<file path="config.mk">
export PLATFORM = sky130hd
export DESIGN_NAME = nivel2_microondas
export DESIGN_NICKNAME = d
export VERILOG_FILES = /design/src/rtl/nivel2_pkg.sv /design/src/rtl/nivel2_microondas_bcd_7seg.sv /design/src/rtl/nivel2_microondas.sv
export SDC_FILE = /design/constraint.sdc
export NUM_CORES = 1
export LEC_CHECK = 0
export BUFFER_PORTS_ARGS = -buffer_cell sky130_fd_sc_hd__buf_2
export CELL_PAD_IN_SITES_DETAIL_PLACEMENT = 0
export CELL_PAD_IN_SITES_GLOBAL_PLACEMENT = 1
export CORE_UTILIZATION = 42
export DETAILED_ROUTE_END_ITERATION = 8
export GPL_TIMING_DRIVEN = 0
export PLACE_DENSITY_LB_ADDON = 0.1
export SYNTH_ARGS = -nofsm -noshare
export SYNTH_HDL_FRONTEND = slang
export SYNTH_SLANG_ARGS = --single-unit
</file>
<file path="constraint.sdc">
create_clock -name clock -period 4.1 [get_ports clock]
set_input_delay 0.41 -clock clock [delete_from_list [all_inputs] [get_ports clock]]
set_output_delay 0.41 -clock clock [all_outputs]
set_load 0.005 [all_outputs]
</file>
<file path="src/rtl/nivel2_pkg.sv">
// Shared definitions for the microwave oven controller.
// Holds the controller state encoding, the BCD digit type, the active-low
// seven-segment patterns (bit0 = a ... bit6 = g) and a BCD down-step helper.
package nivel2_pkg;

  typedef enum logic [2:0] {
    ST_IDLE  = 3'd0,
    ST_ENTRY = 3'd1,
    ST_COOK  = 3'd2,
    ST_PAUSE = 3'd3,
    ST_DONE  = 3'd4
  } state_t;

  typedef logic [3:0] bcd_t;

  localparam logic [6:0] SEG_0     = 7'b1000000;
  localparam logic [6:0] SEG_1     = 7'b1111001;
  localparam logic [6:0] SEG_2     = 7'b0100100;
  localparam logic [6:0] SEG_3     = 7'b0110000;
  localparam logic [6:0] SEG_4     = 7'b0011001;
  localparam logic [6:0] SEG_5     = 7'b0010010;
  localparam logic [6:0] SEG_6     = 7'b0000010;
  localparam logic [6:0] SEG_7     = 7'b1111000;
  localparam logic [6:0] SEG_8     = 7'b0000000;
  localparam logic [6:0] SEG_9     = 7'b0010000;
  localparam logic [6:0] SEG_BLANK = 7'b1111111;

  // One BCD digit counted down by one; 0 wraps to 'top' (the caller owns the
  // borrow into the next digit).
  function automatic bcd_t bcd_step_down(input bcd_t d, input bcd_t top);
    return (d == 4'd0) ? top : bcd_t'(d - 4'd1);
  endfunction

endpackage

</file>
<file path="src/rtl/nivel2_microondas_bcd_7seg.sv">
// bcd_7seg: combinational BCD to active-low seven-segment decoder.
// Ports:
//   bcd  - 4-bit BCD digit; codes above 9 show as a blank digit
//   segs - active-low segments, bit0 = a ... bit6 = g
module bcd_7seg
  import nivel2_pkg::*;
(
  input  logic [3:0] bcd,
  output logic [6:0] segs
);

  always_comb begin
    segs = SEG_BLANK;
    case (bcd)
      4'd0: segs = SEG_0;
      4'd1: segs = SEG_1;
      4'd2: segs = SEG_2;
      4'd3: segs = SEG_3;
      4'd4: segs = SEG_4;
      4'd5: segs = SEG_5;
      4'd6: segs = SEG_6;
      4'd7: segs = SEG_7;
      4'd8: segs = SEG_8;
      4'd9: segs = SEG_9;
      default: segs = SEG_BLANK;
    endcase
  end

endmodule

</file>
<file path="src/rtl/nivel2_microondas.sv">
// nivel2_microondas: microwave oven controller.
// Keypad time entry as BCD digits {minutes, sec_tens, sec_ones}, countdown
// while cooking, pause/resume, cook-complete flag and a per-second power
// duty window driving the magnetron.
// Ports:
//   clock, reset         - sole clock, synchronous active-high reset
//   key[9:0]             - one-hot keypad, bit n = digit n
//   startn/stopn/clearn  - active-low level buttons
//   door_closed          - 1 = door closed
//   power                - latched power level, POWER_LEVELS-1 = full power
//   sec_ones_segs, sec_tens_segs, min_segs - active-low digit displays
//   blank_digit          - constant blank pattern
//   mag_on, done         - registered magnetron enable / cook-complete flag
//   state_dbg            - current controller state (state_t encoding)
module nivel2_microondas
  import nivel2_pkg::*;
#(
  parameter int TICKS_PER_SEC = 100,
  parameter int MIN_DIGITS    = 1,
  parameter int POWER_LEVELS  = 10
) (
  input  logic                          clock,
  input  logic                          reset,
  input  logic [9:0]                    key,
  input  logic                          startn,
  input  logic                          stopn,
  input  logic                          clearn,
  input  logic                          door_closed,
  input  logic [$clog2(POWER_LEVELS)-1:0] power,
  output logic [6:0]                    sec_ones_segs,
  output logic [6:0]                    sec_tens_segs,
  output logic [7*MIN_DIGITS-1:0]       min_segs,
  output logic [6:0]                    blank_digit,
  output logic                          mag_on,
  output logic                          done,
  output logic [2:0]                    state_dbg
);

  localparam int NDIG = MIN_DIGITS + 2;
  localparam int PW   = $clog2(POWER_LEVELS);
  localparam int TW   = (TICKS_PER_SEC > 1) ? $clog2(TICKS_PER_SEC) : 1;
  localparam logic [TW-1:0] TICK_LAST = TW'(TICKS_PER_SEC - 1);
  localparam logic [PW-1:0] WIN_LAST  = PW'(POWER_LEVELS - 1);

  // Digit index 0 = sec_ones, 1 = sec_tens, 2.. = minutes (LSD first).
  state_t        state_q, state_n;
  bcd_t          dig_q     [NDIG];
  bcd_t          dig_n     [NDIG];
  bcd_t          dig_shift [NDIG];
  bcd_t          dig_dec   [NDIG];
  logic [TW-1:0] tick_q, tick_n;
  logic [PW-1:0] win_q, win_n;
  logic [PW-1:0] pwr_q, pwr_n;
  logic [9:0]    key_q;
  logic          mag_q, mag_n;
  logic          done_q, done_n;

  logic          key_ok;
  bcd_t          key_val;
  logic          time_zero;
  logic          dec_zero;
  logic          borrow;
  logic          can_start;

  // A key is taken only on the cycle it turns exactly one-hot after a cycle
  // of all-zero, so a held key enters once and multi-hot chords are dropped.
  always_comb begin
    key_val = 4'd0;
    for (int i = 0; i < 10; i++) begin
      if (key[i]) key_val = 4'(i);
    end
    key_ok = (key != 10'd0) && ((key & (key - 10'd1)) == 10'd0) && (key_q == 10'd0);
  end

  // Shifted-entry and one-second-decrement candidates for the digit register.
  // sec_tens borrows to 5, every other digit to 9; tens values 6..9 entered
  // from the keypad simply count down.
  always_comb begin
    dig_shift[0] = key_val;
    for (int i = 1; i < NDIG; i++) dig_shift[i] = dig_q[i-1];

    borrow    = 1'b1;
    time_zero = 1'b1;
    dec_zero  = 1'b1;
    for (int i = 0; i < NDIG; i++) begin
      if (borrow) begin
        dig_dec[i] = bcd_step_down(dig_q[i], (i == 1) ? 4'd5 : 4'd9);
        borrow     = (dig_q[i] == 4'd0);
      end else begin
        dig_dec[i] = dig_q[i];
      end
      if (dig_q[i] != 4'd0)   time_zero = 1'b0;
      if (dig_dec[i] != 4'd0) dec_zero  = 1'b0;
    end
  end

  // Next-state logic. Priority: clear > door open > stop > start > key.
  // An open door only acts while cooking (pause) or done (back to idle);
  // elsewhere it just blocks start, so time can be keyed in with the door open.
  always_comb begin
    state_n = state_q;
    for (int i = 0; i < NDIG; i++) dig_n[i] = dig_q[i];
    tick_n    = tick_q;
    win_n     = win_q;
    pwr_n     = pwr_q;
    done_n    = done_q;
    can_start = door_closed && !time_zero;

    if (!clearn) begin
      state_n = ST_IDLE;
      for (int i = 0; i < NDIG; i++) dig_n[i] = 4'd0;
      tick_n  = '0;
      win_n   = '0;
      done_n  = 1'b0;
    end else begin
      case (state_q)
        ST_COOK: begin
          if (!door_closed || !stopn) begin
            state_n = ST_PAUSE;
          end else if (tick_q == TICK_LAST) begin
            tick_n = '0;
            win_n  = (win_q == WIN_LAST) ? '0 : win_q + 1'b1;
            for (int i = 0; i < NDIG; i++) dig_n[i] = dig_dec[i];
            if (dec_zero) begin
              state_n = ST_DONE;
              done_n  = 1'b1;
            end
          end else begin
            tick_n = tick_q + 1'b1;
          end
        end
        ST_DONE: begin
          if (!door_closed) begin
            state_n = ST_IDLE;
            done_n  = 1'b0;
          end else if (stopn && key_ok) begin
            for (int i = 0; i < NDIG; i++) dig_n[i] = dig_shift[i];
            state_n = ST_ENTRY;
            done_n  = 1'b0;
          end
        end
        ST_IDLE, ST_ENTRY, ST_PAUSE: begin
          if (stopn) begin
            if (!startn && (state_q != ST_IDLE) && can_start) begin
              state_n = ST_COOK;
              pwr_n   = power;
              // Resuming from pause keeps the partial second and duty window.
              if (state_q == ST_ENTRY) begin
                tick_n = '0;
                win_n  = '0;
              end
            end else if (key_ok) begin
              for (int i = 0; i < NDIG; i++) dig_n[i] = dig_shift[i];
              if (state_q != ST_PAUSE) state_n = ST_ENTRY;
            end
          end
        end
        default: state_n = ST_IDLE;
      endcase
    end

    // Registered from next-state values so mag_on tracks the state it enters.
    mag_n = (state_n == ST_COOK) && (win_n <= pwr_n);
  end

  always_ff @(posedge clock) begin
    if (reset) begin
      state_q <= ST_IDLE;
      for (int i = 0; i < NDIG; i++) dig_q[i] <= 4'd0;
      tick_q  <= '0;
      win_q   <= '0;
      pwr_q   <= '0;
      key_q   <= 10'd0;
      mag_q   <= 1'b0;
      done_q  <= 1'b0;
    end else begin
      state_q <= state_n;
      for (int i = 0; i < NDIG; i++) dig_q[i] <= dig_n[i];
      tick_q  <= tick_n;
      win_q   <= win_n;
      pwr_q   <= pwr_n;
      key_q   <= key;
      mag_q   <= mag_n;
      done_q  <= done_n;
    end
  end

  logic [6:0] seg_w [NDIG];

  for (genvar g = 0; g < NDIG; g++) begin : g_seg
    bcd_7seg u_seg (
      .bcd  (dig_q[g]),
      .segs (seg_w[g])
    );
  end

  for (genvar m = 0; m < MIN_DIGITS; m++) begin : g_min
    assign min_segs[7*m +: 7] = seg_w[m+2];
  end

  assign sec_ones_segs = seg_w[0];
  assign sec_tens_segs = seg_w[1];
  assign blank_digit   = SEG_BLANK;
  assign mag_on        = mag_q;
  assign done          = done_q;
  assign state_dbg     = state_q;

endmodule

</file>
==> results.py, run 1 <==
metrics = {
    "final_layout": {
        "diodes": 0,
        "drive_gt1_share_pct": 19.0,
        "fin_nets": 503,
        "area_delta_synth_final_pct": 14.6,
    },
    "timing": {
        "setup_ws_ps": 436,
        "setup_viol": 0,
        "rsz0062_at_grt": "false",
        "tns_ps": 0,
        "period_share_pct": 89.4,
        "hold_viol": 0,
        "layout_min_cycle_time_ps": 3660,
        "drv_slew": 0,
        "finClkSkew_ps": 14.0,
        "maxSlewHeadroom_pct": 36.0,
        "timing.fmax_ghz": 0.273,
        "worstMarginPinSlew_ps": 934,
    },
    "power": {
        "p_leak_uw": 0.00147,
        "power.switching_uw": 202,
        "seq_power_share_pct": 54.4,
        "p_per_area_nw_per_um2": 208,
        "switching_share_pct": 26.5,
        "p_int_uw": 560,
        "p_clk_share_pct": 37.9,
        "ir_worst_vdd_mv": 0.139,
        "combPwrFrac_pct": 7.7,
    },
    "min_path": {
        "hold_start": "reset",
        "hold_end": "key_q[1]",
        "worstHoldPathCells": 2,
        "hold_path_class": "input port to register",
    },
    "route": {
        "drtAntennaViolNets": 0,
        "vias": 3125,
        "initialDrtViolationCount": 151,
        "wire_per_inst_um": 14.9,
        "drt-total-wl_um": 8350,
        "viasPerCell": 5.57,
        "dr.pass1.iters": 4,
        "drcViolationCount": 0,
    },
    "setup_path": {
        "cp_data_required_time_ps": 4330,
        "r2r_end": "mag_on",
        "rr_startpoint": "dig_q[0][1]",
        "r2r.worst_path.cells": 16,
        "crit_path_start_kind": "register",
        "crit_type": "register to register",
        "arrival_ps": 3890,
        "endpoint_kind": "register",
        "critPathMaxFanout": 8,
        "rrSetupSlack_ps": 440,
    },
    "place": {
        "io_buffer_count": 45,
        "place_congestion": 0.901,
        "hpwl_um": 6250,
        "post-place-ws_ps": 498,
    },
    "cts": {
        "post-cts-setup-buffers": 0,
        "cts_sinks": 42,
        "cts_buffers": 5,
        "h-tree-depth": 2,
        "cts-root-buf": "clkbuf_8",
        "clkTransAtPathRegs_ps": 100,
        "cts_buffer_depth": 2,
        "cts_tree": "done",
        "postCtsHoldBufs": 0,
        "worstSkewPairLatency_ps": 300,
        "cts_resized": 0,
    },
    "die": {
        "rows": 31,
        "die_x_um": 89.2,
        "coreArea_um2": 7290,
        "dieArea_um2": 7950,
        "ios": 53,
        "start_util_pct": 43.8,
        "die_h_um": 89.2,
    },
    "synth": {
        "synth_area_um2": 3190,
        "async_flop_share_pct": 0,
        "ys_types": 68,
        "yosysTopAreaCell": "dfxtp_1",
        "syn_area_per_cell_um2": 7.92,
        "ys_top_cells_by_count": "dfxtp_1, nor2_1, a21oi_1",
        "yosys.area.top_type_share_pct": 26.3,
        "syn_inst": 403,
        "synth_seq_cells": 42,
        "synth_enable_flop_cells": 0,
        "yosysSeqAreaShare_pct": 26.3,
        "synth_area_leaders": "dfxtp_1, ha_1, a21oi_1",
        "ys.flop_type": "dfxtp_1",
        "yosys_warnings": 0,
    },
    "global_routing": {
        "grt.overflow.total": 0,
        "grt_pass1_vias": 2865,
        "antenna_found_initial": 0,
        "grt_first_pass_wirelength_um": 13600,
        "grt_usage_pct": 21.8,
        "grt_start_max_net_pins": 16,
    },
    "run_status": {
        "status": "finished clean",
    },
    "job": {
        "drv_cap": 0,
    },
}
==> cells by family after synthesis <==
kind of cell	after synthesis	share of synthesized area [%]
AOI/OAI and AO/OA	124	28.6
xor gates and xnor gates	8	2.19
adders and majority gates	22	8.62
buffers and inverters	44	6.54
DFF	42	26.3
muxes	7	2.27
other	1	0.117
and+or+nand+nor	155	25.4
==> registers in the layout, indices dropped and copies added (netlist names) <==
register,flops
win_q,4
state_dbg,3
done,1
dig_q,12
tick_q,7
key_q,10
mag_on,1
pwr_q,4
==> routing by layer <==
metal | share of wire [%] | GRT usage, %
met1 | 48 | 28.7
met4 | 1.6 | 6.64
met5 | 0 | 0
met2 | 47 | 37.4
met3 | 3.7 | 2.31
==> power by group through the flow <==
stage               combinational [µW]  clock, µW  sequential [µW]
finish                            58.9        289              414
global route                      66.1        312              415
detailed placement                58.8          0              424
CTS                               58.9        297              414
global placement                  58.4          0              424
floorplan                         33.8          0              423
==> per-stage QoR <==
step | std cells | power [µW] | hold WS (ps) | utilization [%] | area (µm²)
finish | 561 | 762 | 343 | 50.2 | 3660
global route | 561 | 793 | 351 | 50.2 | 3660
CTS | 561 | 771 | 344 | 50.2 | 3660
detailed placement | 553 | 482 | 501 | 48.9 | 3560
global placement | 553 | 482 | 496 | 48.9 | 3560
floorplan | 409 | 457 | 461 | - | 3220
==> worst max-delay path, cell delays in order (launching register included) <==
cell	delay [ps]
dfxtp_1	400
inv_1	200
ha_1	360
or3b_1	410
buf_6	150
o31ai_4	320
a211oi_1	110
and3b_1	180
clkbuf_1	160
mux2i_1	240
ha_1	280
nor2b_1	130
o21ai_0	150
nand2b_1	70
a21oi_1	150
a41oi_1	70
nor3b_1	190
==> cell usage in the layout (no fill, tap or decap), types with 5 or more instances in the layout <==
| cell type | instances |
|---|---|
| a211oi_1 | 7 |
| a21oi_1 | 34 |
| a31oi_1 | 11 |
| buf_2 | 47 |
| buf_4 | 7 |
| clkbuf_1 | 16 |
| clkbuf_8 | 5 |
| conb_1 | 7 |
| dfxtp_1 | 42 |
| ha_1 | 22 |
| inv_1 | 15 |
| mux2i_1 | 5 |
| nand2_1 | 27 |
| nand2b_1 | 5 |
| nand3_1 | 7 |
| nand4_1 | 7 |
| nor2_1 | 42 |
| nor2b_1 | 19 |
| nor3_1 | 15 |
| nor4_1 | 5 |
| o211ai_1 | 7 |
| o21ai_0 | 23 |
| or3_1 | 5 |
| xor2_1 | 7 |
==> cell type report <==
type                    count  area [µm²]
multi-input cells         323        2170
clock inverters             3        25.0
plain buffers              28         149
repair buffers             45         225
flip-flops and latches     42         841
fillers                   784        3630
well taps                  99         124
inverters                  16        60.1
clock buffers               5        68.8
==> how the worst max path moves through the flow <==
stage                     start  slack, ps  endpoint
floorplan           dig_q[0][1]       1010    mag_on
global placement    dig_q[0][0]        470    mag_on
global route        dig_q[0][0]        120    mag_on
CTS                 dig_q[0][1]        460    mag_on
finish              dig_q[0][1]        440    mag_on
detailed placement  dig_q[0][1]        500    mag_on
(Power assumes the default switching activity.)
==> run 2: changes to the inputs <==
Settings changed: PLACE_DENSITY set to 0.82, PLACE_DENSITY_LB_ADDON 0.1 to not set.
==> results.py, run 2 (synthesis gave the netlist of run 1 again) <==
metrics = {
    "cts": {
        "cts-root-buf": "clkbuf_8",
        "cts_tree": "done",
        "post-cts-setup-buffers": 0,
        "clkTransAtPathRegs_ps": 70,
        "cts_buffers": 5,
        "postCtsHoldBufs": 0,
        "h-tree-depth": 2,
        "cts_buffer_depth": 2,
        "cts_resized": 0,
        "cts_sinks": 42,
        "worstSkewPairLatency_ps": 280,
    },
    "min_path": {
        "hold_start": "reset",
        "hold_path_class": "input port to register",
        "worstHoldPathCells": 2,
        "hold_end": "key_q[9]",
    },
    "setup_path": {
        "rr_startpoint": "dig_q[0][4]",
        "cp_num_buf_inv": 3,
        "path_cells": "inv_1 -> ha_1 -> or3b_1 -> buf_2 -> o31ai_4 -> a211oi_1 -> and3b_1 -> clkbuf_1 -> mux2i_1 -> ha_1 -> nor2b_1 -> o21ai_0 -> nand2b_1 -> a21oi_1 -> a41oi_1 -> nor3b_1",
        "crit_path_start_kind": "register",
        "cp-startpoint": "dig_q[0][4]",
        "r2r_end": "mag_on",
        "r2r.worst_path.cells": 16,
        "critPathMaxFanout": 8,
        "cp_top_family": "simple AND/OR/NAND/NOR gates",
        "cp_num_cells": 16,
        "endpoint_kind": "register",
        "cpPeakStageDelay_ps": 510,
        "crit_type": "register to register",
        "cp_data_required_time_ps": 4300,
        "cp_slowest_cell": "dfxtp_1",
        "rrSetupSlack_ps": 510,
        "arrival_ps": 3790,
        "cp_common_cell": "ha_1",
    },
    "timing": {
        "rsz0062_at_grt": "false",
        "hold_viol": 0,
        "tns_ps": 0,
        "layout_min_cycle_time_ps": 3590,
        "setup_viol": 0,
        "maxSlewHeadroom_pct": 37.6,
        "timing.fmax_ghz": 0.279,
        "worstMarginPinSlew_ps": 911,
        "finClkSkew_ps": 4.00,
        "hold_slack_ps": 374,
        "period_share_pct": 87.6,
        "drv_slew": 0,
    },
    "job": {
        "drv_cap": 0,
    },
    "route": {
        "dr.pass1.iters": 5,
        "viasPerCell": 5.60,
        "vias": 3131,
        "drcViolationCount": 0,
        "drtAntennaViolNets": 0,
        "wire_per_inst_um": 14.6,
        "drt-total-wl_um": 8170,
        "initialDrtViolationCount": 191,
    },
    "final_layout": {
        "drive_gt1_share_pct": 18.7,
        "diodes": 0,
        "top_register": "dig_q",
        "area_delta_synth_final_pct": 14.2,
        "fin_nets": 503,
        "reg.largest.list": "dig_q: 12 flops, key_q: 10 flops, tick_q: 7 flops",
        "register_area_um2": 841,
        "design_area_um2": 3650,
        "largest_register_ffs": 12,
        "layout_common_cells": "buf_2, nor2_1, dfxtp_1",
        "final.fill_count": 786,
        "layout.cells.most_common": "buf_2",
        "multiInputGateArea_um2": 2170,
    },
    "run_status": {
        "status": "finished clean",
    },
    "power": {
        "ir_worst_vdd_mv": 0.143,
        "p_per_area_nw_per_um2": 201,
        "p_leak_uw": 0.00147,
        "power_uw": 733,
    },
    "die": {
        "die_h_um": 89.2,
        "die_x_um": 89.2,
        "ios": 53,
        "start_util_pct": 43.8,
        "rows": 31,
        "dieArea_um2": 7950,
        "coreArea_um2": 7290,
    },
    "global_routing": {
        "grt.overflow.total": 0,
        "grt_start_max_net_pins": 12,
        "grt_first_pass_wirelength_um": 13500,
        "antenna_found_initial": 0,
        "grt_usage_pct": 21.6,
        "grt_pass1_vias": 2716,
    },
    "place": {
        "io_buffer_count": 45,
        "placed_cell_area_um2": 3560,
        "place_congestion": 0.823,
        "hpwl_um": 6140,
    },
}
==> run 2: cell count changes in the layout (fill, tap and decap cells not counted), sizes merged <==
cell,change
clkbuf,+1
clkinv,-1
clkinvlp,-1
inv,-1
==> run 2: worst max path at each step <==
| stage | slack [ps] | end |
|---|---|---|
| after global routing | 90 | mag_on |
| after CTS | 510 | mag_on |
| after detailed placement | 540 | mag_on |
| final | 510 | mag_on |
| after global placement | 530 | mag_on |
| after floorplan | 1010 | mag_on |
==> run 2: per-stage QoR <==
step | instances | setup WS, ps | util (%)
6_report | 559 | 510 | 50.0
5_1_grt | 559 | 87.3 | 50.0
4_1_cts | 559 | 511 | 50.0
3_5_place_dp | 553 | 539 | 48.9
3_3_place_gp | 553 | 530 | 48.9
2_1_floorplan | 409 | 1010 | -
==> run 2: area by class of cell <==
cell class | count | area share, %
Buffer | 28 | 4.08
Clock buffer | 6 | 2.26
Inverter | 16 | 1.65
Multi-Input combinational cell | 323 | 59.4
Sequential cell | 42 | 23.1
Tap cell | 99 | 3.40
Timing Repair Buffer | 45 | 6.17
==> run 2: worst register-to-register path: cells and delay by family (launching register included) <==
kind | cells | cell delay, ps
and+or+nand+nor | 5 | 780
AOI/OAI and AO/OA | 5 | 750
buffers and inverters | 3 | 640
adders and majority gates | 2 | 560
DFF | 1 | 510
muxes | 1 | 290
==> run 2: report_power, final <==
group	total [µW]	switching (µW)	internal, µW
Sequential	414	1.33	413
Combinational	59.2	35.5	23.7
Clock	260	130	130
==> run 2: metal layers <==
metal / up-vias / GRT usage (%) / routed length [µm]
met5: - / 0 / 0
li1: 1590 / - / -
met3: 4 / 2.22 / 263
met4: 0 / 5.05 / 64
met2: 68 / 35.8 / 3890
met1: 1469 / 30.3 / 3960
